**src/rtl/loop_pkg.sv**
```systemverilog
// Shared defaults, FSM state type and slice helper for the nested loop index generator.
package loop_pkg;

  localparam int unsigned DefW = 32;
  localparam int unsigned DefN = 3;

  typedef enum logic {StIdle, StRun} loop_state_e;

  // LSB position of level i inside a flattened N*W vector.
  function automatic int unsigned slice_lsb(input int unsigned i, input int unsigned w);
    return i * w;
  endfunction

endpackage

```
**src/rtl/loop_level.sv**
```systemverilog
// One level of the loop nest: holds its index and reports termination of the current step.
module loop_level #(
  parameter int unsigned W = 32
) (
  input  logic         clk_i,
  input  logic [W-1:0] ini_i,
  input  logic [W-1:0] fin_i,
  input  logic [W-1:0] step_i,
  input  logic         carry_i,
  input  logic         fire_i,
  input  logic         idle_i,
  output logic [W-1:0] data_o,
  output logic         term_o,
  output logic         carry_o
);

  logic [W-1:0] data_q, data_d;
  logic [W:0]   sum;

  // One extra bit so an increment past the top of the range still terminates.
  assign sum     = {1'b0, data_q} + {1'b0, step_i};
  assign term_o  = (step_i == '0) || (sum > {1'b0, fin_i});
  assign carry_o = carry_i & term_o;
  assign data_o  = data_q;

  always_comb begin
    data_d = data_q;
    if (idle_i) begin
      data_d = ini_i;
    end else if (fire_i && carry_i) begin
      data_d = term_o ? ini_i : sum[W-1:0];
    end
  end

  always_ff @(posedge clk_i) begin
    data_q <= data_d;
  end

endmodule

```
**src/rtl/loop_nest.sv**
```systemverilog
// N-level nested loop index generator; level 0 is the innermost, fastest-moving index.
module loop_nest
  import loop_pkg::*;
#(
  parameter int unsigned W = DefW,
  parameter int unsigned N = DefN
) (
  input  logic           clk,
  input  logic           rst,
  input  logic [N*W-1:0] ini,
  input  logic [N*W-1:0] fin,
  input  logic [N*W-1:0] step,
  input  logic           start,
  input  logic           en,
  output logic [N*W-1:0] data,
  output logic           next,
  output logic           last,
  output logic [N-1:0]   wrap,
  output logic           busy
);

  loop_state_e  state_q, state_d;
  logic         next_q, next_d;
  logic         active, fire, idle;
  logic [N-1:0] term, carry, carry_out;

  assign busy   = (state_q == StRun);
  assign active = busy | start;
  assign fire   = active & en;
  // Reset reloads ini exactly like an idle cycle does.
  assign idle   = rst | ~active;

  always_comb begin
    carry    = '0;
    carry[0] = 1'b1;
    for (int i = 1; i < N; i++) begin
      carry[i] = carry[i-1] & term[i-1];
    end
  end

  for (genvar i = 0; i < N; i++) begin : g_lvl
    loop_level #(
      .W(W)
    ) u_level (
      .clk_i  (clk),
      .ini_i  (ini[slice_lsb(i, W) +: W]),
      .fin_i  (fin[slice_lsb(i, W) +: W]),
      .step_i (step[slice_lsb(i, W) +: W]),
      .carry_i(carry[i]),
      .fire_i (fire),
      .idle_i (idle),
      .data_o (data[slice_lsb(i, W) +: W]),
      .term_o (term[i]),
      .carry_o(carry_out[i])
    );
  end

  assign wrap = {N{fire}} & carry_out;
  assign last = fire & carry_out[N-1];
  // A start that arrives mid-run is ignored, so it must not raise next either.
  assign next = (start & ~busy) | next_q;

  always_comb begin
    state_d = state_q;
    next_d  = fire & ~last;
    unique case (state_q)
      StIdle:  if (start && !last) state_d = StRun;
      StRun:   if (fire && last)   state_d = StIdle;
      default: state_d = StIdle;
    endcase
  end

  always_ff @(posedge clk) begin
    if (rst) begin
      state_q <= StIdle;
      next_q  <= 1'b0;
    end else begin
      state_q <= state_d;
      next_q  <= next_d;
    end
  end

endmodule
```
**config.mk**
```make
export PLATFORM = sky130hd
export DESIGN_NAME = loop_nest
export DESIGN_NICKNAME = d
export VERILOG_FILES = /design/src/rtl/loop_pkg.sv /design/src/rtl/loop_level.sv /design/src/rtl/loop_nest.sv
export SDC_FILE = /design/constraint.sdc
export NUM_CORES = 1
export LEC_CHECK = 0
export CORE_MARGIN = 3
export CORE_UTILIZATION = 25
export CTS_BUF_LIST = sky130_fd_sc_hd__clkbuf_8
export CTS_CLUSTER_SIZE = 40
export DETAILED_ROUTE_END_ITERATION = 10
export PLACE_DENSITY = 0.46
export SYNTH_ARGS = -nofsm -noshare
export SYNTH_HDL_FRONTEND = slang
export SYNTH_SLANG_ARGS = --single-unit
```
**constraint.sdc**
```tcl
create_clock -name clk -period 9.6 [get_ports clk]
set_input_delay 0.96 -clock clk [delete_from_list [all_inputs] [get_ports clk]]
set_output_delay 0.96 -clock clk [all_outputs]
set_load 0.05 [all_outputs]
```
==> results of run 1 <==
[critical path, stage by stage]
cell and delay (ns):
clkdlybuf4s50_1 0.51, ha_1 0.20, inv_1 0.06, fa_1 0.39
nand2b_1 0.19, a21o_1 0.18, a21oi_1 0.25, o21ai_1 0.18
o21ai_0 0.25, o21ai_1 0.19, a21o_1 0.21, a311oi_1 0.42
ha_1 0.20, nand4_1 0.21, nor4_1 0.71, nand2b_1 0.11
o221a_2 0.31, a21oi_1 0.13, a21oi_1 0.14, nor2b_1 0.22
and2_1 0.28, clkdlybuf4s50_1 0.85
[layout make-up]
type	count	area share, %
Multi-Input combinational cell	1040	49.9
Timing Repair Buffer	396	23.8
Sequential cell	98	17.6
Tap cell	607	4.56
Inverter	130	2.93
Clock buffer	11	0.909
Clock inverter	5	0.316
Antenna cell	5	0.0752
[cell families after synthesis]
| logic type | Yosys count | synth area share (%) |
|---|---|---|
| adder cells (fa/ha/maj) | 195 | 20.8 |
| AO/OA/AOI/OAI | 394 | 22.1 |
| AND/OR/NAND/NOR | 276 | 12.1 |
| XOR/XNOR | 80 | 5.91 |
| flip-flops | 98 | 24.6 |
| multiplexers | 95 | 9.00 |
| buffers and inverters | 154 | 5.49 |
[flip-flops by register name (all words and copies together), names as in the netlist]
signal and count:
g_lvl.u_level.data_o 96, next_q 1, busy 1
[power groups by stage]
stage / combinational [uW] / sequential (uW) / clock [uW]
3_3_place_gp: 4430 / 915 / 0
5_1_grt: 4890 / 921 / 357
3_5_place_dp: 4440 / 913 / 0
6_report: 4440 / 900 / 320
4_1_cts: 4470 / 906 / 346
2_1_floorplan: 2520 / 1500 / 0
[synthesized netlist by cell type (4+ instances only)]
cell,n
xor2_1,33
o21bai_1,18
o21ai_1,8
a21oi_1,110
buf_6,7
xnor2_1,47
clkbuf_1,9
nor3_1,18
a221oi_1,5
ha_1,192
and2_1,7
a21oi_2,4
nor2_1,52
and3_1,13
o211ai_1,11
a2111oi_0,5
o21a_1,14
nor2b_1,9
mux2_2,88
edfxtp_1,96
nand3_1,20
nand4_1,35
or3_1,6
a311oi_1,4
nand2b_1,10
a31oi_1,9
a21o_1,69
and4_1,8
nor4_1,30
o21ai_0,74
nand2_1,61
buf_4,4
a211o_1,4
inv_1,130
a211oi_1,20
mux2_1,5
[through the flow]
step                      cells  area (sq um)
after floorplan            1292         11900
after global routing       2292         16600
after CTS                  2287         16600
final                      2292         16600
after detailed placement   2271         16400
after global placement     2271         16400
[layer usage]
layer  global-route usage [%]  vias up  wire length, um
met4                     4.93        6              932
met1                     23.0     5390            20800
met5                        0        -               47
li1                         -     5671                -
met2                     31.1      343            22300
met3                     5.45       44             3080
[worst paths after layout]
| check | from | to | slack, ns | cells past startpoint |
|---|---|---|---|---|
| max | step[64] | last | 1.45 | 22 |
| max reg2reg | g_lvl[2].u_level.data_o[0]$_DFFE_PP_ | g_lvl[2].u_level.data_o[24]$_DFFE_PP_ | 3.21 | 20 |
| min | g_lvl[0].u_level.data_o[0]$_DFFE_PP_ | g_lvl[0].u_level.data_o[0]$_DFFE_PP_ | 0.81 | 2 |
| min reg2reg | g_lvl[0].u_level.data_o[0]$_DFFE_PP_ | g_lvl[0].u_level.data_o[0]$_DFFE_PP_ | 0.81 | 2 |
[cell usage in the layout, fill, tap and decap left out, drive strengths merged, types with 6 or more instances in the layout]
cell type / instances
clkdlybuf4s50: 393
ha: 192
inv: 130
a21oi: 114
edfxtp: 96
mux2: 93
o21ai: 82
a21o: 69
nand2: 61
nor2: 54
xnor2: 47
nand4: 35
xor2: 33
nor4: 30
a211oi: 21
nand3: 20
o21bai: 20
nor3: 18
o21a: 14
and3: 13
o211ai: 13
clkbuf: 11
nand2b: 10
nor2b: 9
a31oi: 9
and4: 8
and2: 7
or3: 6
a2111oi: 6
==> run summary, run 1 <==
gr usage total - 18.4%
die area - 0.0501 sq mm
cts repair resizes - 0
drt first pass iters - 5
Slew Viols, Final - 0
Max FO, Critical Path - 4
CTS sink cnt - 98
final setup vio count - 0
Critical Path RT - 8.64 ns
minimum clock period - 8.15 ns
slew margin rel. - 21.5%
share of cells above drive strength 1 - 8.10%
VDD IR max - 0.000189 V
initial DRC count - 607
CP arrival - 7.19 ns
vias per cell - 5.00
Worst Hold Margin - 0.815 ns
final core utilization - 35.6%
Seq pwr share - 15.9%
Antenna Violating Nets Remaining - 0
Max-cap violations - 0
synth top area cells - edfxtp_1 (24%), ha_1 (20%), mux2_2 (8.4%)
Leakage - 0.00703 uW
vias in the first global route - 11900
pre-CTS WS - 1.38 ns
register area - 0.00292 sq mm
Slew @ Worst Pin - 1.17 ns
final WL - 47100 um
Initial Utilization - 25.4%
clock share of power - 5.7%
Syn-to-layout area delta - 40.3%
register area share after synthesis - 24.6%
Total Neg Setup Slack - 0 ns
Row Count - 79
Avg Cell Area, Syn - 9.18 sq um
WL per Instance - 20.6 um
P_sw - 3030 uW
area leader, netlist - edfxtp_1
clock buffer depth - 2
Cell Area, Synth - 0.0119 sq mm
Clock Skew - 0.0276 ns
combinational share of power - 78.4%
multi-input combinational cell area - 0.00830 sq mm
Detail Placement HPWL - 39800 um
Post-Syn Nets - 1779
initial antenna violation count - 9
first-pass GRT wire length - 70600 um
Top FF cell, synth - edfxtp_1
Core ar. - 0.0468 sq mm
synth warn - 0
largest net degree at the start of global routing - 35
detailed-route via count - 11500
number of synthesized flops with an enable pin - 96
Clk pin slew, worst setup/hold paths - 0.12 ns
Overall Power - 5660 uW
Sw Share - 53.6%
power per cell area - 340 mW/mm^2
Setup CP Type - in -> out
H-Tree Depth - 3
Final Cycle Share - 84.9%
synth unique cells - 73
RSZ-0062 raised after global routing - no
internal power - 2630 uW
clock latency on the worst-skew pair - 0.46 ns
CP Capture Type - output pin
FILL cells - 4869
Port Buffers - 393
hold bufs inserted after CTS - 0
Num CTS Buffers - 9
Die Y - 224 um
top cell type's share of synthesized area - 24.3%
worst min-delay path category - reg -> reg
Fin. Hold Viols - 0
CTS tree - built
DRC - 0
Die Width - 224 um
status - finished, final reports clean
async set or reset register ratio after synthesis - 0%
setup ws final - 1.45 ns
Post-Synthesis Cells - 1292
startpoint types - input pin
Top Ports - 394
Max Clock Freq - 0.123 GHz
RePlAce Congestion - 0.878
post-CTS setup buffers - 0
GR Overflow Total - 0
Yosys reg bits - 98
clock root buffer - clkbuf_8
nets@finish - 2162
No activity file was read; power rests on OpenSTA's default activity.
==> inputs of run 2 (changes only) <==
==> constraint.sdc (replaced) <==
create_clock -name clk -period 8.2 [get_ports clk]
set_input_delay 0.82 -clock clk [delete_from_list [all_inputs] [get_ports clk]]
set_output_delay 0.82 -clock clk [all_outputs]
set_load 0.05 [all_outputs]
==> run summary, run 2 (synthesized netlist as in run 1, its figures left out) <==
status - finished, final reports clean (unchanged)
FILL cells - 4821 (was 4869)
initial antenna violation count - 9 (unchanged)
clock root buffer - clkbuf_8 (unchanged)
DRC - 0 (unchanged)
pre-CTS WS - 0.704 ns (was 1.38 ns)
share of cells above drive strength 1 - 8.31% (was 8.10%)
Initial Utilization - 25.4% (unchanged)
Detail Placement HPWL - 40600 um (was 39800 um)
post-CTS setup buffers - 0 (unchanged)
Antenna Violating Nets Remaining - 0 (unchanged)
Port Buffers - 393 (unchanged)
Die Y - 224 um (unchanged)
Final Cycle Share - 92.2%
CP arrival - 6.74 ns (was 7.19 ns)
vias per cell - 4.97 (was 5.00)
clock latency on the worst-skew pair - 0.45 ns (was 0.46 ns)
Clk pin slew, worst setup/hold paths - 0.11 ns (was 0.12 ns)
Setup crit end - wrap[1] (was last)
Total Neg Setup Slack - 0 ns (unchanged)
first-pass GRT wire length - 70800 um (was 70600 um)
Setup CP Type - in -> out (unchanged)
worst min-delay path category - reg -> reg (unchanged)
CTS tree - built (unchanged)
largest net degree at the start of global routing - 35 (unchanged)
die area - 0.0501 sq mm (unchanged)
Cells after DPL - 2276 (was 2271)
nets@finish - 2167 (was 2162)
setup ws final - 0.637 ns (was 1.45 ns)
final WL - 47600 um (was 47100 um)
RR Startpoint - g_lvl[2].u_level.data_o[0]$_DFFE_PP_ (unchanged)
RePlAce Congestion - 0.869 (was 0.878)
CP Capture Type - output pin (unchanged)
gr usage total - 18.5% (was 18.4%)
startpoint types - input pin (unchanged)
vias in the first global route - 11900 (about the same)
final setup vio count - 0 (unchanged)
cells on worst reg2reg path - 21 (was 20)
Max Clock Freq - 0.132 GHz
cts repair resizes - 0 (unchanged)
hold bufs inserted after CTS - 0 (unchanged)
Row Count - 79 (unchanged)
initial DRC count - 473 (was 607)
RSZ-0062 raised after global routing - no (unchanged)
Max FO, Critical Path - 4 (unchanged)
most common cell after layout, fill and taps aside - clkdlybuf4s50_1 (unchanged)
Critical Path RT - 7.38 ns (was 8.64 ns)
H-Tree Depth - 3 (unchanged)
max reg flops - 96 (unchanged)
Syn-to-layout area delta - 40.8% (was 40.3%)
Core ar. - 0.0468 sq mm (unchanged)
FF-to-FF setup slack - 2.07 ns (was 3.21 ns)
Worst Hold Margin - 0.819 ns (was 0.815 ns)
Num CTS Buffers - 9 (unchanged)
CTS sink cnt - 98 (unchanged)
power per cell area - 400 mW/mm^2 (was 340 mW/mm^2)
Reg-to-Reg End - g_lvl[2].u_level.data_o[6]$_DFFE_PP_ (was g_lvl[2].u_level.data_o[24]$_DFFE_PP_)
Die Width - 224 um (unchanged)
minimum clock period - 7.56 ns
Top Ports - 394 (unchanged)
detailed-route via count - 11400 (was 11500)
VDD IR max - 0.000207 V (was 0.000189 V)
slew margin rel. - 49.8% (was 21.5%)
Slew Viols, Final - 0 (unchanged)
Max-cap violations - 0 (unchanged)
CP startpoint - step[0] (was step[64])
clock buffer depth - 2 (unchanged)
Slew @ Worst Pin - 0.747 ns (was 1.17 ns)
GR Overflow Total - 0 (unchanged)
Fin. Hold Viols - 0 (unchanged)
drt first pass iters - 5 (unchanged)
Clock Skew - 0.0219 ns (was 0.0276 ns)
Post-Layout Cell Count - 2296 (was 2292)
WL per Instance - 20.7 um (was 20.6 um)
Leakage - 0.00706 uW (was 0.00703 uW)
commonest non-fill, non-tap cells in the layout - clkdlybuf4s50_1 (391), ha_1 (192), inv_1 (130), a21oi_1 (110), edfxtp_1 (96) (was clkdlybuf4s50_1 (393), ha_1 (192), inv_1 (130), a21oi_1 (110), edfxtp_1 (96))
-- run 2: changes by cell type in the layout (fill, tap and decap cells not counted), sizes merged --
| cell | previous run | this run |
|---|---|---|
| buf | 3 | 10 |
| clkbuf | 11 | 9 |
| bufinv | 1 | 2 |
| diode | 5 | 4 |
| clkdlybuf4s50 | 393 | 391 |
| clkinv | 3 | 4 |
-- run 2: through the flow --
step / cell area, sq um / power (uW) / utilization (%)
after global routing: 16700 / 7260 / 35.7
final: 16700 / 6680 / 35.7
after detailed placement: 16500 / 6320 / 35.3
after CTS: 16700 / 6750 / 35.7
after global placement: 16500 / 6320 / 35.3
after floorplan: 11900 / 4700 / -
-- run 2: critical path, stage by stage --
cell             delay [ns]
clkdlybuf4s50_1        0.46
ha_1                   0.27
fa_1                   0.43
a211oi_1               0.30
o21ai_0                0.23
nand4_1                0.19
nand2_1                0.10
a31oi_1                0.29
o21ai_0                0.20
a31oi_1                0.25
xnor2_1                0.12
ha_1                   0.31
nand4_1                0.16
nor4_1                 0.35
nor2b_1                0.24
nand4_1                0.18
a221oi_1               0.34
o211ai_1               0.21
buf_4                  0.20
o211a_1                0.17
and2_1                 0.19
clkdlybuf4s50_1        0.70
-- run 2: how the worst min path moves through the flow --
stage          slack, ns                                  from  cells after the start                              endpoint
5_1_grt             0.86  g_lvl[0].u_level.data_o[0]$_DFFE_PP_                      2  g_lvl[0].u_level.data_o[0]$_DFFE_PP_
2_1_floorplan       0.94                                    en                      2                     next_q$_SDFF_PP0_
3_5_place_dp        0.77  g_lvl[0].u_level.data_o[0]$_DFFE_PP_                      2  g_lvl[0].u_level.data_o[0]$_DFFE_PP_
3_3_place_gp        0.79  g_lvl[0].u_level.data_o[0]$_DFFE_PP_                      2  g_lvl[0].u_level.data_o[0]$_DFFE_PP_
6_report            0.82  g_lvl[0].u_level.data_o[0]$_DFFE_PP_                      2  g_lvl[0].u_level.data_o[0]$_DFFE_PP_
4_1_cts             0.82  g_lvl[0].u_level.data_o[0]$_DFFE_PP_                      2  g_lvl[0].u_level.data_o[0]$_DFFE_PP_
-- run 2: layout make-up --
class	count	area, sq um	share of cell area, %
diodes	4	10.0	0.0599
repair buffers	401	4010	24.0
well taps	607	759	4.55
flip-flops and latches	98	2920	17.5
clock inverters	7	83.8	0.502
multi-input cells	1040	8300	49.7
clock buffers	9	124	0.742
inverters	130	488	2.92
-- run 2: where the power goes --
part	total, uW	internal, uW	switching [uW]
combinational	5240	2060	3180
sequential	1050	882	172
clock	386	168	217
-- run 2: layer usage --
layer	up-vias	GRT usage (%)	share of wire, %
met5	-	0	0.17
met4	10	5.04	2.0
met3	45	5.58	6.6
met2	324	31.8	48
met1	5360	22.5	43
li1	5672	-	-
==> inputs of run 3 (changes only) <==
--- a/config.mk
+++ b/config.mk
@@ -10,6 +10,7 @@
 export CTS_BUF_LIST = sky130_fd_sc_hd__clkbuf_8
 export CTS_CLUSTER_SIZE = 40
 export DETAILED_ROUTE_END_ITERATION = 10
+export GPL_ROUTABILITY_DRIVEN = 0
 export PLACE_DENSITY = 0.46
 export SYNTH_ARGS = -nofsm -noshare
 export SYNTH_HDL_FRONTEND = slang
==> constraint.sdc (replaced) <==
create_clock -name clk -period 8.3 [get_ports clk]
set_input_delay 0.83 -clock clk [delete_from_list [all_inputs] [get_ports clk]]
set_output_delay 0.83 -clock clk [all_outputs]
set_load 0.05 [all_outputs]
==> run summary, run 3 (synthesized netlist as in run 1, its figures left out) <==
status - finished, final reports clean (unchanged)
startpoint types - input pin (unchanged)
Initial Utilization - 25.4% (unchanged)
vias in the first global route - 11800 (was 11900)
Num CTS Buffers - 9 (unchanged)
share of cells above drive strength 1 - 8.20% (was 8.31%)
commonest non-fill, non-tap cells in the layout - clkdlybuf4s50_1 (391), ha_1 (192), inv_1 (131), a21oi_1 (110), edfxtp_1 (96) (was clkdlybuf4s50_1 (391), ha_1 (192), inv_1 (130), a21oi_1 (110), edfxtp_1 (96))
worst min-delay path category - reg -> reg (unchanged)
Hold Path Cell Cnt - 3 (was 2)
Slowest cell on crit path - a2111oi_0 (was clkdlybuf4s50_1)
initial DRC count - 512 (was 473)
DRC - 0 (unchanged)
final core utilization - 35.6% (was 35.7%)
cts repair resizes - 0 (unchanged)
final WL - 47400 um (was 47600 um)
initial antenna violation count - 11 (was 9)
CP Capture Type - output pin (unchanged)
Detail Placement HPWL - 40200 um (was 40600 um)
Design Area, Final - 0.0167 sq mm (about the same)
gr usage total - 18.5% (about the same)
vias per cell - 5.03 (was 4.97)
hold bufs inserted after CTS - 0 (unchanged)
CTS tree - built (unchanged)
minimum clock period - 7.72 ns
slew margin rel. - 46.8% (was 49.8%)
Syn-to-layout area delta - 40.5% (was 40.8%)
FF-to-FF setup slack - 1.61 ns (was 2.07 ns)
nets@finish - 2165 (was 2167)
detailed-route via count - 11500 (was 11400)
post-CTS setup buffers - 0 (unchanged)
Row Count - 79 (unchanged)
Max stage delay on crit path - 0.63 ns (was 0.70 ns)
Total Neg Setup Slack - 0 ns (unchanged)
Clk pin slew, worst setup/hold paths - 0.13 ns (was 0.11 ns)
WL per Instance - 20.7 um (about the same)
FILL cells - 4814 (was 4821)
H-Tree Depth - 3 (unchanged)
Max Clock Freq - 0.130 GHz
first-pass GRT wire length - 71000 um (was 70800 um)
Max-cap violations - 0 (unchanged)
Clock Skew - 0.0269 ns (was 0.0219 ns)
CP arrival - 6.89 ns (was 6.74 ns)
Final Cycle Share - 93.0%
HP Start - g_lvl[2].u_level.data_o[0]$_DFFE_PP_ (was g_lvl[0].u_level.data_o[0]$_DFFE_PP_)
max reg flops - 96 (unchanged)
Overall Power - 6560 uW (was 6680 uW)
Placement Cell Area - 0.0165 sq mm (about the same)
clock buffer depth - 2 (unchanged)
Leakage - 0.00704 uW (was 0.00706 uW)
CP bufs+invs - 3 (unchanged)
CP cell instances - clkdlybuf4s50_1, ha_1, inv_1, fa_1, nand2b_1, a21o_1, a21oi_1, o21ai_1, o21ai_0, o21ai_1, a21o_1, a311oi_1, ha_1, a21o_1, a21oi_1, o21ai_0, a2111oi_0, a21oi_1, a21oi_1, nor2b_1, and2_1, buf_12 (was clkdlybuf4s50_1, ha_1, fa_1, a211oi_1, o21ai_0, nand4_1, nand2_1, a31oi_1, o21ai_0, a31oi_1, xnor2_1, ha_1, nand4_1, nor4_1, nor2b_1, nand4_1, a221oi_1, o211ai_1, buf_4, o211a_1, and2_1, clkdlybuf4s50_1)
CP top delay family - compound AO/OA/AOI/OAI gates (unchanged)
Critical Path RT - 7.47 ns (was 7.38 ns)
die area - 0.0501 sq mm (unchanged)
Core ar. - 0.0468 sq mm (unchanged)
power per cell area - 394 mW/mm^2 (was 400 mW/mm^2)
drt first pass iters - 5 (unchanged)
Antenna Violating Nets Remaining - 0 (unchanged)
CTS sink cnt - 98 (unchanged)
GR Overflow Total - 0 (unchanged)
most common cell after layout, fill and taps aside - clkdlybuf4s50_1 (unchanged)
Fin. Hold Viols - 0 (unchanged)
Top Ports - 394 (unchanged)
CP most frequent cell - a21oi_1 (was nand4_1)
Max FO, Critical Path - 4 (unchanged)
Reg-to-Reg End - g_lvl[2].u_level.data_o[13]$_DFFE_PP_ (was g_lvl[2].u_level.data_o[6]$_DFFE_PP_)
cells on worst reg2reg path - 21 (unchanged)
Setup CP Type - in -> out (unchanged)
VDD IR max - 0.000246 V (was 0.000207 V)
Port Buffers - 393 (unchanged)
clock latency on the worst-skew pair - 0.46 ns (was 0.45 ns)
Slew @ Worst Pin - 0.790 ns (was 0.747 ns)
clock root buffer - clkbuf_8 (unchanged)
Die Width - 224 um (unchanged)
Slew Viols, Final - 0 (unchanged)
RR Startpoint - g_lvl[2].u_level.data_o[0]$_DFFE_PP_ (unchanged)
Die Y - 224 um (unchanged)
Worst Hold End - g_lvl[2].u_level.data_o[0]$_DFFE_PP_ (was g_lvl[0].u_level.data_o[0]$_DFFE_PP_)
largest net degree at the start of global routing - 34 (was 35)
final setup vio count - 0 (unchanged)
RSZ-0062 raised after global routing - no (unchanged)
==> run 3: changes by cell type in the layout (fill, tap and decap cells not counted) <==
cell        change
clkinvlp_4      +1
diode_2         -2
clkinv_1        -1
buf_4           -2
inv_1           +1
bufinv_16       -1
==> run 3: stage by stage <==
stage | hold slack (ns) | std cells | setup WS (ns)
2_1_floorplan | 0.949 | 1292 | 1.12
3_3_place_gp | 0.758 | 2274 | 0.376
3_5_place_dp | 0.745 | 2274 | 0.476
4_1_cts | 0.796 | 2290 | 0.484
5_1_grt | 0.842 | 2292 | 0.145
6_report | 0.806 | 2292 | 0.580
==> run 3: worst register-to-register path, delay by kind of cell (launching register included) <==
| family | cells | cell delay [ns] |
|---|---|---|
| fa+ha+maj | 3 | 0.97 |
| simple gates | 2 | 0.76 |
| mux | 1 | 0.29 |
| compound gates | 13 | 3.59 |
| buf+inv | 2 | 0.47 |
| flops | 1 | 0.38 |
==> run 3: cell type report <==
class	count	area (sq um)	area share [%]
Timing Repair Buffer	399	4000	24.0
Clock inverter	7	61.3	0.368
Multi-Input combinational cell	1040	8300	49.8
Sequential cell	98	2920	17.5
Inverter	130	488	2.93
Clock buffer	9	124	0.743
Antenna cell	2	5.00	0.0300
Tap cell	607	759	4.56
==> run 3: report_power, final <==
part / internal [uW] / switching (uW)
logic: 2030 / 3140
registers: 871 / 168
clock network: 136 / 219
total: 3040 / 3530
==> run 3: worst max-delay path by stage <==
stage             start                                     to  slack [ns]  cells past startpoint
2_1_floorplan   step[0]   g_lvl[2].u_level.data_o[0]$_DFFE_PP_        1.12                     20
3_3_place_gp   step[64]  g_lvl[2].u_level.data_o[15]$_DFFE_PP_        0.38                     21
3_5_place_dp   step[64]  g_lvl[2].u_level.data_o[13]$_DFFE_PP_        0.48                     22
4_1_cts        step[64]                                   last        0.48                     22
5_1_grt        step[64]                                   last        0.15                     22
6_report       step[64]                                   last        0.58                     22
==> run 3: metal layers <==
layer | global-route usage [%] | wire length, um
met2 | 30.7 | 22100
met4 | 5.01 | 1060
met5 | 0 | 88
met3 | 5.75 | 3080
met1 | 23.4 | 21100
